[src/rtl/fetch_queue.sv]
`default_nettype none
// ============================================================================
//  Module   : fetch_queue
//  Purpose  : IF-stage instruction fetch queue. Buffers {pc, instr} pairs in
//             a circular buffer and presents them in order to decode with a
//             valid/ready handshake. Shows a NOP bubble when empty and is
//             cleared by a branch/jump flush.
//  Revision : 1.0 - initial release
// ============================================================================
module fetch_queue #(
    parameter int          DEPTH = 4,
    parameter logic [31:0] NOP   = 32'h00000013
) (
    input  logic                     clock,
    input  logic                     reset,      // asynchronous, active-low
    input  logic                     flush,
    input  logic                     enq_valid,
    input  logic [31:0]              enq_pc,
    input  logic [31:0]              enq_instr,
    output logic                     enq_ready,
    output logic                     deq_valid,
    input  logic                     deq_ready,
    output logic [31:0]              deq_pc,
    output logic [31:0]              deq_instr,
    output logic [$clog2(DEPTH):0]   count
);

    localparam int c_AW = $clog2(DEPTH);
    localparam int c_CW = c_AW + 1;
    localparam logic [c_CW-1:0] c_FULL = c_CW'(DEPTH);

    // Entry layout: pc in the upper word, instruction in the lower word.
    logic [63:0]     r_mem [0:DEPTH-1];
    logic [c_AW-1:0] r_wr_ptr;
    logic [c_AW-1:0] r_rd_ptr;
    logic [c_CW-1:0] r_count;

    logic w_full;
    logic w_empty;
    logic w_enq_fire;
    logic w_deq_fire;

    // Handshake qualifiers; flush overrides both sides of the queue.
    always_comb begin
        w_full     = (r_count == c_FULL);
        w_empty    = (r_count == '0);
        w_enq_fire = enq_valid & ~w_full  & ~flush;
        w_deq_fire = deq_ready & ~w_empty & ~flush;
    end

    // Entry storage: contents are never cleared, occupancy decides validity.
    always_ff @(posedge clock) begin
        if (w_enq_fire) begin
            r_mem[r_wr_ptr] <= {enq_pc, enq_instr};
        end
    end

    // Pointers and occupancy; pointers wrap naturally at DEPTH (power of two).
    always_ff @(posedge clock or negedge reset) begin
        if (!reset) begin
            r_wr_ptr <= '0;
            r_rd_ptr <= '0;
            r_count  <= '0;
        end else if (flush) begin
            r_wr_ptr <= '0;
            r_rd_ptr <= '0;
            r_count  <= '0;
        end else begin
            if (w_enq_fire) begin
                r_wr_ptr <= r_wr_ptr + c_AW'(1);
            end
            if (w_deq_fire) begin
                r_rd_ptr <= r_rd_ptr + c_AW'(1);
            end
            case ({w_enq_fire, w_deq_fire})
                2'b10:   r_count <= r_count + c_CW'(1);
                2'b01:   r_count <= r_count - c_CW'(1);
                default: r_count <= r_count;
            endcase
        end
    end

    // Outputs derive only from registered state; an empty queue shows a bubble.
    always_comb begin
        enq_ready = ~w_full;
        deq_valid = ~w_empty;
        count     = r_count;
        deq_pc    = 32'h0;
        deq_instr = NOP;
        if (!w_empty) begin
            deq_pc    = r_mem[r_rd_ptr][63:32];
            deq_instr = r_mem[r_rd_ptr][31:0];
        end
    end

endmodule
`default_nettype wire
[config.mk]
export PLATFORM = sky130hd
export DESIGN_NAME = fetch_queue
export DESIGN_NICKNAME = d
export VERILOG_FILES = /design/src/rtl/fetch_queue.sv
export SDC_FILE = /design/constraint.sdc
export NUM_CORES = 1
export LEC_CHECK = 0
export CAP_MARGIN = 15
export CORE_MARGIN = 8
export CORE_UTILIZATION = 28
export CTS_CLUSTER_DIAMETER = 60
export DETAILED_ROUTE_END_ITERATION = 16
export PLACE_DENSITY_LB_ADDON = 0.2
export SLEW_MARGIN = 20
export SYNTH_ARGS = -nofsm -noshare
export SYNTH_HDL_FRONTEND = slang
export SYNTH_SLANG_ARGS = --single-unit
export TNS_END_PERCENT = 10
[constraint.sdc]
create_clock -name clock -period 6.7 [get_ports clock]
set_input_delay 2.01 -clock clock [delete_from_list [all_inputs] [get_ports clock]]
set_output_delay 2.01 -clock clock [all_outputs]
set_load 0.01 [all_outputs]
==> impl_results.md, run 1 <==
- Vias: 4926
- Setup repair bufs after CTS: 0
- Resized Gates After CTS: 0
- Post-Synthesis Cells: 468
- LEAKAGE: 4.084 nW
- Worst slack, placed: 1.796 ns
- Die width: 207.2 µm
- Pre-Repair DR Iteration Count: 4
- Combinational fraction of design power: 17.9%
- Vias in the first global route: 5605
- Post-synthesis mux area share: 14.19%
- Post-route clock period utilization: 77.94%
- Placed cells: 1050
- Largest family of logic cells by synthesized area: multiplexers
- Longest Clk Path Bufs: 3
- Hold_buf cts: 0
- Worst Hold Class: reg2reg
- Skew final: 0.009731 ns
- Max-Cap Viols: 0
- Slowest cell on crit path: dfrtp_4
- Largest net degree at the start of global routing: 66
- Cts bufs inserted: 30
- Final TNS setup: 0 ns
- RSZ-0062 raised after global routing: no
- Antenna violations before repair: 0
- DRC viols: 0
- CTS tree: yes
- N_diodes: 0
- Max VDD drop: 0.1826 mV
- Internal: 3.178 mW
- Non-Filler Instances: 1107
- # IOs: 138
- Initial Util: 28.22%
- H-tree level count: 1
- Synth Area in Compound Gates: 1.125%
- Final setup fails: 0
- Post-DR wirelength/cell: 19.43 µm
- Post-Synth Adder-Cell Area: 0.6848%
- Mapped Nets: 542
- CP Max Fanout: 42
- Placer Congestion: 0.7291
- Die footprint: 42910 µm²
- First-pass GRT wire length: 33680 µm
- Xor/xnor share of the synthesized area: 0.2568%
- P&R area growth vs syn: 27.89%
- Worst setup EP type: output pin
- Grt total ovfl: 0
- Die Ht: 207.2 µm
- NetSw: 994.9 µW
- Post-Syn Area: 10230 µm²
- Layout net count: 692
- Synth warn: 0
- CTS Root Cell: clkbuf_16
- Post-DP HPWL: 12160 µm
- Most common cell after layout, fill and taps aside: edfxtp_1
- Critical Path Start Type: flip-flop
- Grt peak-use layer: met2
- Total power: 4.173 mW
- Worst-path cell chain: buf_4 -> mux4_2 -> and2_1 -> clkdlybuf4s50_1
- Hold Fails Final Rpt: 0
- Max-slew violation count: 0
- DRT iter0 DRCs: 264
- Reg power frac: 46.5%
- Pwr/cell area: 318.9 nW/µm²
- Final design utilization: 36.09%
- Most frequent cells in the layout: edfxtp_1 (256), clkdlybuf4s50_1 (137), mux4_2 (64)
- Global-route met3 utilization: 2.551%
- Worst path max stage delay: 1.02 ns
- Register area share after synthesis: 76.85%
- GRT Util Overall: 9.970%
- Met2 usage: 16.79%
- Relative slew slack: 27.71%
- Critical path class: reg2out
- Port Buffers: 137
- ANT nets after route: 0
- Clock network fraction of total power: 35.7%
- Unique masters post-synth: 35
- R2R Setup Slk: 4.26 ns
- Post-synthesis simple-gate area fraction: 5.210%
- Fmax: 191.5 MHz
- CP Buf/Inv Count: 2
- Layout cells sized above 1: 19.09%
- Tmin final: 5.222 ns
- WP data arrival: 3.21 ns
- Average vias per placed instance: 4.450
- Top delay family on crit path: flip-flops
- Final WS setup: 1.478 ns
- GRT met1 Usage: 12.69%
- Worst-Margin Slew: 1.084 ns
- Synth Register Bits: 263
- Core area: 36260 µm²
- Mean post-synth cell area: 21.86 µm²
- CTS sink count: 263
- Critical path required time: 4.69 ns
- Clock latency on the worst-skew pair: 0.54 ns
- Clk pin slew, worst setup/hold paths: 0.06 ns
- Final WL: 21510 µm
- Switching Fraction: 23.84%
- Outcome: finished clean
- Cell row count: 70
## per-layer routing
metal | up-vias | routed length [µm]
li1 | 2210 | -
met1 | 2547 | 9336
met2 | 132 | 10490
met3 | 37 | 1299
met4 | 0 | 388
met5 | - | 0
## cell usage after synthesis
library cell,n,share of area [%]
edfxtp_1,256,75
and2_1,65,4.0
mux4_2,64,14
buf_2,9,0.44
clkbuf_1,9,0.33
dfrtp_1,7,1.7
inv_1,6,0.22
buf_6,5,0.55
nor2_1,5,0.18
ha_1,4,0.49
a21oi_1,3,0.15
or2_1,3,0.18
xor2_1,3,0.26
a31oi_1,2,0.12
buf_4,2,0.15
nand3_1,2,0.098
nand3b_1,2,0.15
nor3_1,2,0.098
o21ai_0,2,0.098
o311ai_0,2,0.17
a2111oi_0,1,0.086
a211oi_1,1,0.073
a21bo_2,1,0.098
a311o_1,1,0.098
fa_1,1,0.20
mux2i_1,1,0.098
nand2_1,1,0.037
nor3_2,1,0.098
nor3b_2,1,0.12
nor4b_1,1,0.086
nor4bb_1,1,0.098
o2111ai_1,1,0.086
o21a_1,1,0.073
o31ai_1,1,0.073
or3b_2,1,0.086
## through the flow
stage	hold slack, ns	instance area (µm²)
final	0.6207	13090
after global routing	0.6332	13090
after CTS	0.6115	12980
after detailed placement	0.6004	12070
after global placement	0.5834	12070
after floorplan	0.5574	10230
## cell type report
class | instances | area (µm²)
timing repair buffer | 143 | 1489
clock inverter | 17 | 115.1
tap | 468 | 585.6
fill | 3400 | 23170
sequential | 263 | 7870
clock buffer | 36 | 794.5
multi-input combinational | 174 | 2206
inverter | 6 | 25.02
## logic make-up after synthesis
| group | after synthesis |
|---|---|
| AO/OA/AOI/OAI | 16 |
| XOR/XNOR | 3 |
| adder cells (fa/ha/maj) | 5 |
| buffers and inverters | 31 |
| flip-flops | 263 |
| multiplexers | 65 |
| AND/OR/NAND/NOR | 85 |
## final timing paths
path                                   from            to  cells past startpoint
max in group asynchronous             reset   r_rd_ptr[1]                      1
min in group asynchronous             reset      count[1]                      1
worst min-delay path            r_wr_ptr[0]   r_wr_ptr[0]                      2
worst max register to register     count[0]  r_mem[2][22]                      4
worst max-delay path            r_rd_ptr[0]    deq_pc[13]                      4
worst min register to register  r_wr_ptr[0]   r_wr_ptr[0]                      2
## tightest hold or removal path, cell delays in order, from the launching register on
cell	delay (ns)
dfrtp_1	0.43
o21ai_0	0.09
a21oi_1	0.06
## sequential cells by signal (all words and copies together) (netlist names)
name	cells
count	3
r_mem	256
r_wr_ptr	2
r_rd_ptr	2
## power groups by stage
stage          logic [mW]  clock network, mW  registers, mW
2_1_floorplan       0.438                  0           1.92
3_3_place_gp        0.759                  0           1.98
3_5_place_dp        0.763                  0           1.98
4_1_cts             0.767               1.55           1.95
5_1_grt             0.812               1.61           1.95
6_report            0.746               1.49           1.94
(Power assumes the default switching activity.)
==> run 2: changes to the inputs <==
==> constraint.sdc (replaced) <==
create_clock -name clock -period 4.22 [get_ports clock]
set_input_delay 1.266 -clock clock [delete_from_list [all_inputs] [get_ports clock]]
set_output_delay 1.266 -clock clock [all_outputs]
set_load 0.01 [all_outputs]
==> run 2 against run 1 <==
Compared with the run above:
- first-iteration DRC count down 3.0%
- utilization up 0.30 points
- worst hold slack worse by 0.0082 ns
- clock skew about the same
- cell area up 0.82%
- sequential share of layout area down 0.49 points
- sequential power up 56%
- routed wire length up 7.5%
- register-to-register slack worse by 2.4 ns
- global-route usage up 0.56 points
- critical path type unchanged
- largest power group unchanged
==> impl_results.md, run 2 (synthesis results as in run 1) <==
- Die footprint: 42910 µm² (unchanged)
- Critical path class: reg2out
- LEAKAGE: 4.131 nW (+1.1%)
- Final WS setup: 0.2634 ns (-1.215 ns)
- NetSw: 1.557 mW (+56%)
- Most frequent cells in the layout: edfxtp_1 (256), clkdlybuf4s50_1 (137), mux4_2 (64)
- Clock latency on the worst-skew pair: 0.52 ns (-0.02 ns)
- Worst-Margin Slew: 0.6501 ns (-0.4342 ns)
- Critical path required time: 2.95 ns (-1.74 ns)
- Vias in the first global route: 5515 (-1.6%)
- CTS tree: yes
- Final setup fails: 0 (unchanged)
- H-tree level count: 1 (unchanged)
- Outcome: finished clean
- Layout cells sized above 1: 20.25% (+1.2 points)
- Max FFs per register: 256 (unchanged)
- CTS Root Cell: clkbuf_16
- GRT Util Overall: 10.53% (+0.56 points)
- Total power: 6.608 mW (+58%)
- Die width: 207.2 µm (unchanged)
- Post-route clock period utilization: 93.76%
- Post-DP HPWL: 15570 µm (+28%)
- Placer Congestion: 0.6976 (-4.3%)
- Skew final: 0.009524 ns (-0.0002078 ns)
- Max VDD drop: 0.2717 mV (+49%)
- CTS sink count: 263 (unchanged)
- Non-Filler Instances: 1116 (+0.81%)
- Final TNS setup: 0 ns (unchanged)
- Placed cells: 1067 (+1.6%)
- Grt total ovfl: 0 (unchanged)
- Max-Cap Viols: 0 (unchanged)
- # IOs: 138 (unchanged)
- CP Max Fanout: 32 (-24%)
- Final WL: 23120 µm (+7.5%)
- Most common cell after layout, fill and taps aside: edfxtp_1
- Clk pin slew, worst setup/hold paths: 0.06 ns (about the same)
- ANT nets after route: 0 (unchanged)
- Average vias per placed instance: 4.464 (+0.32%)
- Hold Fails Final Rpt: 0 (unchanged)
- Longest Clk Path Bufs: 3 (unchanged)
- Core area: 36260 µm² (unchanged)
- Tmin final: 3.957 ns
- Met1 Wirelength: 10590 µm (+13%)
- Largest Register: r_mem
- P&R area growth vs syn: 28.95%
- Switching Fraction: 23.56% (-0.28 points)
- Combinational fraction of design power: 19.7% (+1.8 points)
- Worst slack, placed: 0.4199 ns (-1.376 ns)
- WP data arrival: 2.69 ns (-0.52 ns)
- Layout net count: 703 (+1.6%)
- Max-slew violation count: 0 (unchanged)
- Initial Util: 28.22% (unchanged)
- Hold_buf cts: 0 (unchanged)
- Relative slew slack: 56.33% (+29 points)
- Internal: 5.051 mW (+59%)
- Fmax: 252.7 MHz
- Top sig layer: met5
- Clock network fraction of total power: 34.5% (-1.2 points)
- First-pass GRT wire length: 35090 µm (+4.2%)
- Setup repair bufs after CTS: 0 (unchanged)
- Met3 wire len: 1096 µm (-16%)
- Pre-Repair DR Iteration Count: 4 (unchanged)
- DRT iter0 DRCs: 256 (-3.0%)
- Vias: 4982 (+1.1%)
- Worst setup EP type: output pin
- Antenna violations before repair: 1 (+1)
- Cell row count: 70 (unchanged)
- Largest net degree at the start of global routing: 41 (-38%)
- Port Buffers: 137 (unchanged)
- RSZ-0062 raised after global routing: no
- Die Ht: 207.2 µm (unchanged)
- Post-DR wirelength/cell: 20.72 µm (+6.6%)
- DRC viols: 0 (unchanged)
- Reg power frac: 45.8% (-0.7 points)
- Critical Path Start Type: flip-flop
- Pwr/cell area: 500.9 nW/µm² (+57%)
- Cts bufs inserted: 28 (-6.7%)
- WL met2: 11130 µm (+6.1%)
- Worst Hold Class: reg2reg
## run 2: cell count changes in the layout (fill, tap and decap cells not counted), sizes merged
cell and change:
clkinvlp +2, clkinv -5, diode +1, buf +13, bufinv +1, clkbuf -3
## run 2: critical path, cell delays in order, from the launching register on
cell             delay [ns]
dfrtp_4                0.59
buf_12                 0.31
mux4_2                 0.56
and2_1                 0.18
clkdlybuf4s50_1        0.50
## run 2: final timing paths
check                             from            end  slack (ns)  cells past startpoint
max reg2reg                   count[0]       count[1]        1.81                      6
min                        r_wr_ptr[1]    r_wr_ptr[1]        0.61                      2
min reg2reg                r_wr_ptr[1]    r_wr_ptr[1]        0.61                      2
max in group asynchronous        reset    r_rd_ptr[1]        2.90                      1
min in group asynchronous        reset    r_rd_ptr[0]        1.03                      1
max                        r_rd_ptr[0]  deq_instr[29]        0.26                      4
## run 2: what timing repair did
item	4_1_cts	5_1_grt
endpoints found under the setup margin	0	2
hold endpoints to repair	0	0
gates resized for setup	0	2
## run 2: power by group through the flow
stage,Clock (mW),Sequential (mW),Combinational (mW)
2_1_floorplan,0,3.04,0.696
3_3_place_gp,0,3.08,1.34
3_5_place_dp,0,3.08,1.34
4_1_cts,2.34,3.03,1.35
5_1_grt,2.44,3.04,1.42
6_report,2.28,3.03,1.30
## run 2: stage by stage
stage | util [%] | instance area (µm²) | hold WS [ns]
detailed placement | 33.99 | 12320 | 0.5968
global route | 36.38 | 13190 | 0.6338
finish | 36.38 | 13190 | 0.6125
global placement | 33.99 | 12320 | 0.5934
CTS | 36.37 | 13190 | 0.6092
floorplan | - | 10230 | 0.5574
## run 2: per-layer routing
| layer | up-vias | GRT usage (%) |
|---|---|---|
| li1 | 2230 | - |
| met1 | 2595 | 14.31 |
| met2 | 129 | 17.02 |
| met3 | 26 | 2.370 |
| met4 | 2 | 2.440 |
| met5 | - | 0 |
## run 2: final cells by class
cell class / count / area (µm²)
fill: 3365 / 23070
multi-input combinational: 174 / 2206
sequential: 263 / 7870
inverter: 6 / 25.02
tap: 468 / 585.6
timing repair buffer: 156 / 1639
clock inverter: 15 / 123.9
clock buffer: 33 / 740.7
antenna: 1 / 2.502
==> run 3: changes to the inputs <==
==> constraint.sdc (replaced) <==
create_clock -name clock -period 4.54 [get_ports clock]
set_input_delay 1.362 -clock clock [delete_from_list [all_inputs] [get_ports clock]]
set_output_delay 1.362 -clock clock [all_outputs]
set_load 0.01 [all_outputs]
==> run 3 against run 2 <==
Compared with the run above:
- clock power grew 2%
- combinational power shrank 5%
- sequential share of layout area shrank 0.38 points
- critical endpoint is now deq_pc[15]
- critical path type unchanged
==> impl_results.md, run 3 (synthesis results as in run 1) <==
- CTS sink count: 263 (unchanged)
- Final WL: 23130 µm (about the same)
- Critical path class: reg2out
- Slowest cell on crit path: dfrtp_1
- Antenna violations before repair: 2 (+1)
- # IOs: 138 (unchanged)
- DRT iter0 DRCs: 295 (+15%)
- HP Start: r_wr_ptr[1]
- Max-Cap Viols: 0 (unchanged)
- N_diodes: 0 (-1)
- Worst Hold Class: reg2reg
- First-pass GRT wire length: 35360 µm (+0.79%)
- GRT Util Overall: 10.64% (+0.11 points)
- LEAKAGE: 4.177 nW (+1.1%)
- Largest Register: r_mem
- Outcome: finished clean
- Final TNS setup: 0 ns (unchanged)
- Vias in the first global route: 5588 (+1.3%)
- Resized Gates After CTS: 0 (unchanged)
- Final setup fails: 0 (unchanged)
- P&R area growth vs syn: 29.78%
- CTS Root Cell: clkbuf_16
- DRC viols: 0 (unchanged)
- Clk pin slew, worst setup/hold paths: 0.06 ns (about the same)
- Most frequent cells in the layout: edfxtp_1 (256), clkdlybuf4s50_1 (137), mux4_2 (64)
- ANT nets after route: 0 (unchanged)
- Most common cell after layout, fill and taps aside: edfxtp_1
- Non-Filler Instances: 1119 (+0.27%)
- Path depth of the worst reg2reg path: 6 (unchanged)
- Hold slack final: 0.6153 ns (+0.002796 ns)
- Port Buffers: 137 (unchanged)
- Die width: 207.2 µm (unchanged)
- Post-DR wirelength/cell: 20.67 µm (-0.25%)
- Post-DP HPWL: 15260 µm (-2.0%)
- Hold_buf cts: 0 (unchanged)
- Layout cells sized above 1: 20.58% (+0.34 points)
- Relative slew slack: 63.50% (+7.2 points)
- Largest net degree at the start of global routing: 39 (-4.9%)
- CP startpoint: count[0]
- Worst r2r src: count[0]
- Core area: 36260 µm² (unchanged)
- Pwr/cell area: 478.4 nW/µm² (-4.5%)
- Worst-path cell chain: nor3_2 -> inv_2 -> buf_12 -> and2_1 -> clkdlybuf4s50_1
- Initial Util: 28.22% (unchanged)
- R2R Setup Slk: 2.09 ns (+0.28 ns)
- Layout net count: 702 (-0.14%)
- Max FFs per register: 256 (unchanged)
- Hold Crit Depth: 2 (unchanged)
- R2R Path End: count[1]
- Cell row count: 70 (unchanged)
- Max-slew violation count: 0 (unchanged)
- Skew final: 0.01965 ns (+0.01013 ns)
- Grt total ovfl: 0 (unchanged)
- CP Max Fanout: 25 (-22%)
- Placer Congestion: 0.7482 (+7.3%)
- Placed cells: 1064 (-0.28%)
- WP data arrival: 2.81 ns (+0.12 ns)
- Worst setup EP type: output pin
- Hold Fails Final Rpt: 0 (unchanged)
- H-tree level count: 1 (unchanged)
- Critical path required time: 3.18 ns (+0.23 ns)
- Setup repair bufs after CTS: 0 (unchanged)
- RSZ-0062 raised after global routing: no
- Tmin final: 4.169 ns
- Max VDD drop: 0.2697 mV (-0.73%)
- Cts bufs inserted: 30 (+7.1%)
- Clock latency on the worst-skew pair: 0.54 ns (+0.02 ns)
- Die Ht: 207.2 µm (unchanged)
- Post-route clock period utilization: 91.83%
- CTS tree: yes
- Worst path max stage delay: 0.64 ns (+0.05 ns)
- Vias: 4948 (-0.68%)
- Worst-Margin Slew: 0.5429 ns (-0.1073 ns)
- Longest Clk Path Bufs: 3 (unchanged)
- Hold Path End: r_wr_ptr[1]
- Die footprint: 42910 µm² (unchanged)
- Average vias per placed instance: 4.422 (-0.95%)
- Fmax: 239.9 MHz
- Pre-Repair DR Iteration Count: 4 (unchanged)
- Critical Path Start Type: flip-flop
[run 3: cell types whose count changed in the layout (fill, tap and decap cells not counted), moves of 2 or more]
cell,previous run,this run
inv_6,0,2
clkinvlp_4,3,1
clkinv_2,3,5
clkbuf_1,4,6
clkbuf_16,29,31
buf_4,9,6
[run 3: per-layer routing]
layer / global-route usage (%) / vias up / share of wire, %
li1: - / 2227 / -
met1: 13.53 / 2559 / 44
met2: 17.41 / 119 / 47
met3: 3.653 / 39 / 6.9
met4: 2.342 / 4 / 1.6
met5: 0 / - / 0.12
[run 3: worst max-delay path by stage]
stage                   end  slack, ns  depth (start not counted)
2_1_floorplan   r_mem[0][0]       0.68                          3
3_3_place_gp   r_mem[0][15]       0.75                          5
3_5_place_dp   r_mem[3][58]       0.68                          5
4_1_cts          deq_pc[15]       0.26                          5
5_1_grt          deq_pc[15]       0.12                          5
6_report         deq_pc[15]       0.37                          5
[run 3: per-stage QoR]
step / instance area [µm²] / utilization (%) / power (mW) / worst slack (ns)
2_1_floorplan: 10230 / - / 3.474 / 0.6820
3_3_place_gp: 12300 / 33.92 / 4.113 / 0.7480
3_5_place_dp: 12300 / 33.92 / 4.119 / 0.6810
4_1_cts: 13280 / 36.62 / 6.476 / 0.2644
5_1_grt: 13280 / 36.62 / 6.634 / 0.1233
6_report: 13280 / 36.62 / 6.351 / 0.3711
[run 3: critical path, delay by kind of cell (launching register included)]
family,cells,cell delay [ns]
AND/OR/NAND/NOR,2,0.36
buffers and inverters,3,1.25
flip-flops,1,0.64
[run 3: layout make-up]
type                            instances  area, µm²
Fill cell                            3355      22980
Sequential cell                       263       7870
Multi-Input combinational cell        174       2206
Timing Repair Buffer                  153       1617
Clock buffer                           37      798.3
Tap cell                              468      585.6
Clock inverter                         18      178.9
Inverter                                6      22.52
[run 3: power by group]
part | switching (mW) | internal, mW | leakage, nW | total, mW
Clock | 0.905 | 1.42 | 0.477 | 2.32
Combinational | 0.550 | 0.678 | 1.29 | 1.23
Sequential | 0.0477 | 2.75 | 2.41 | 2.80
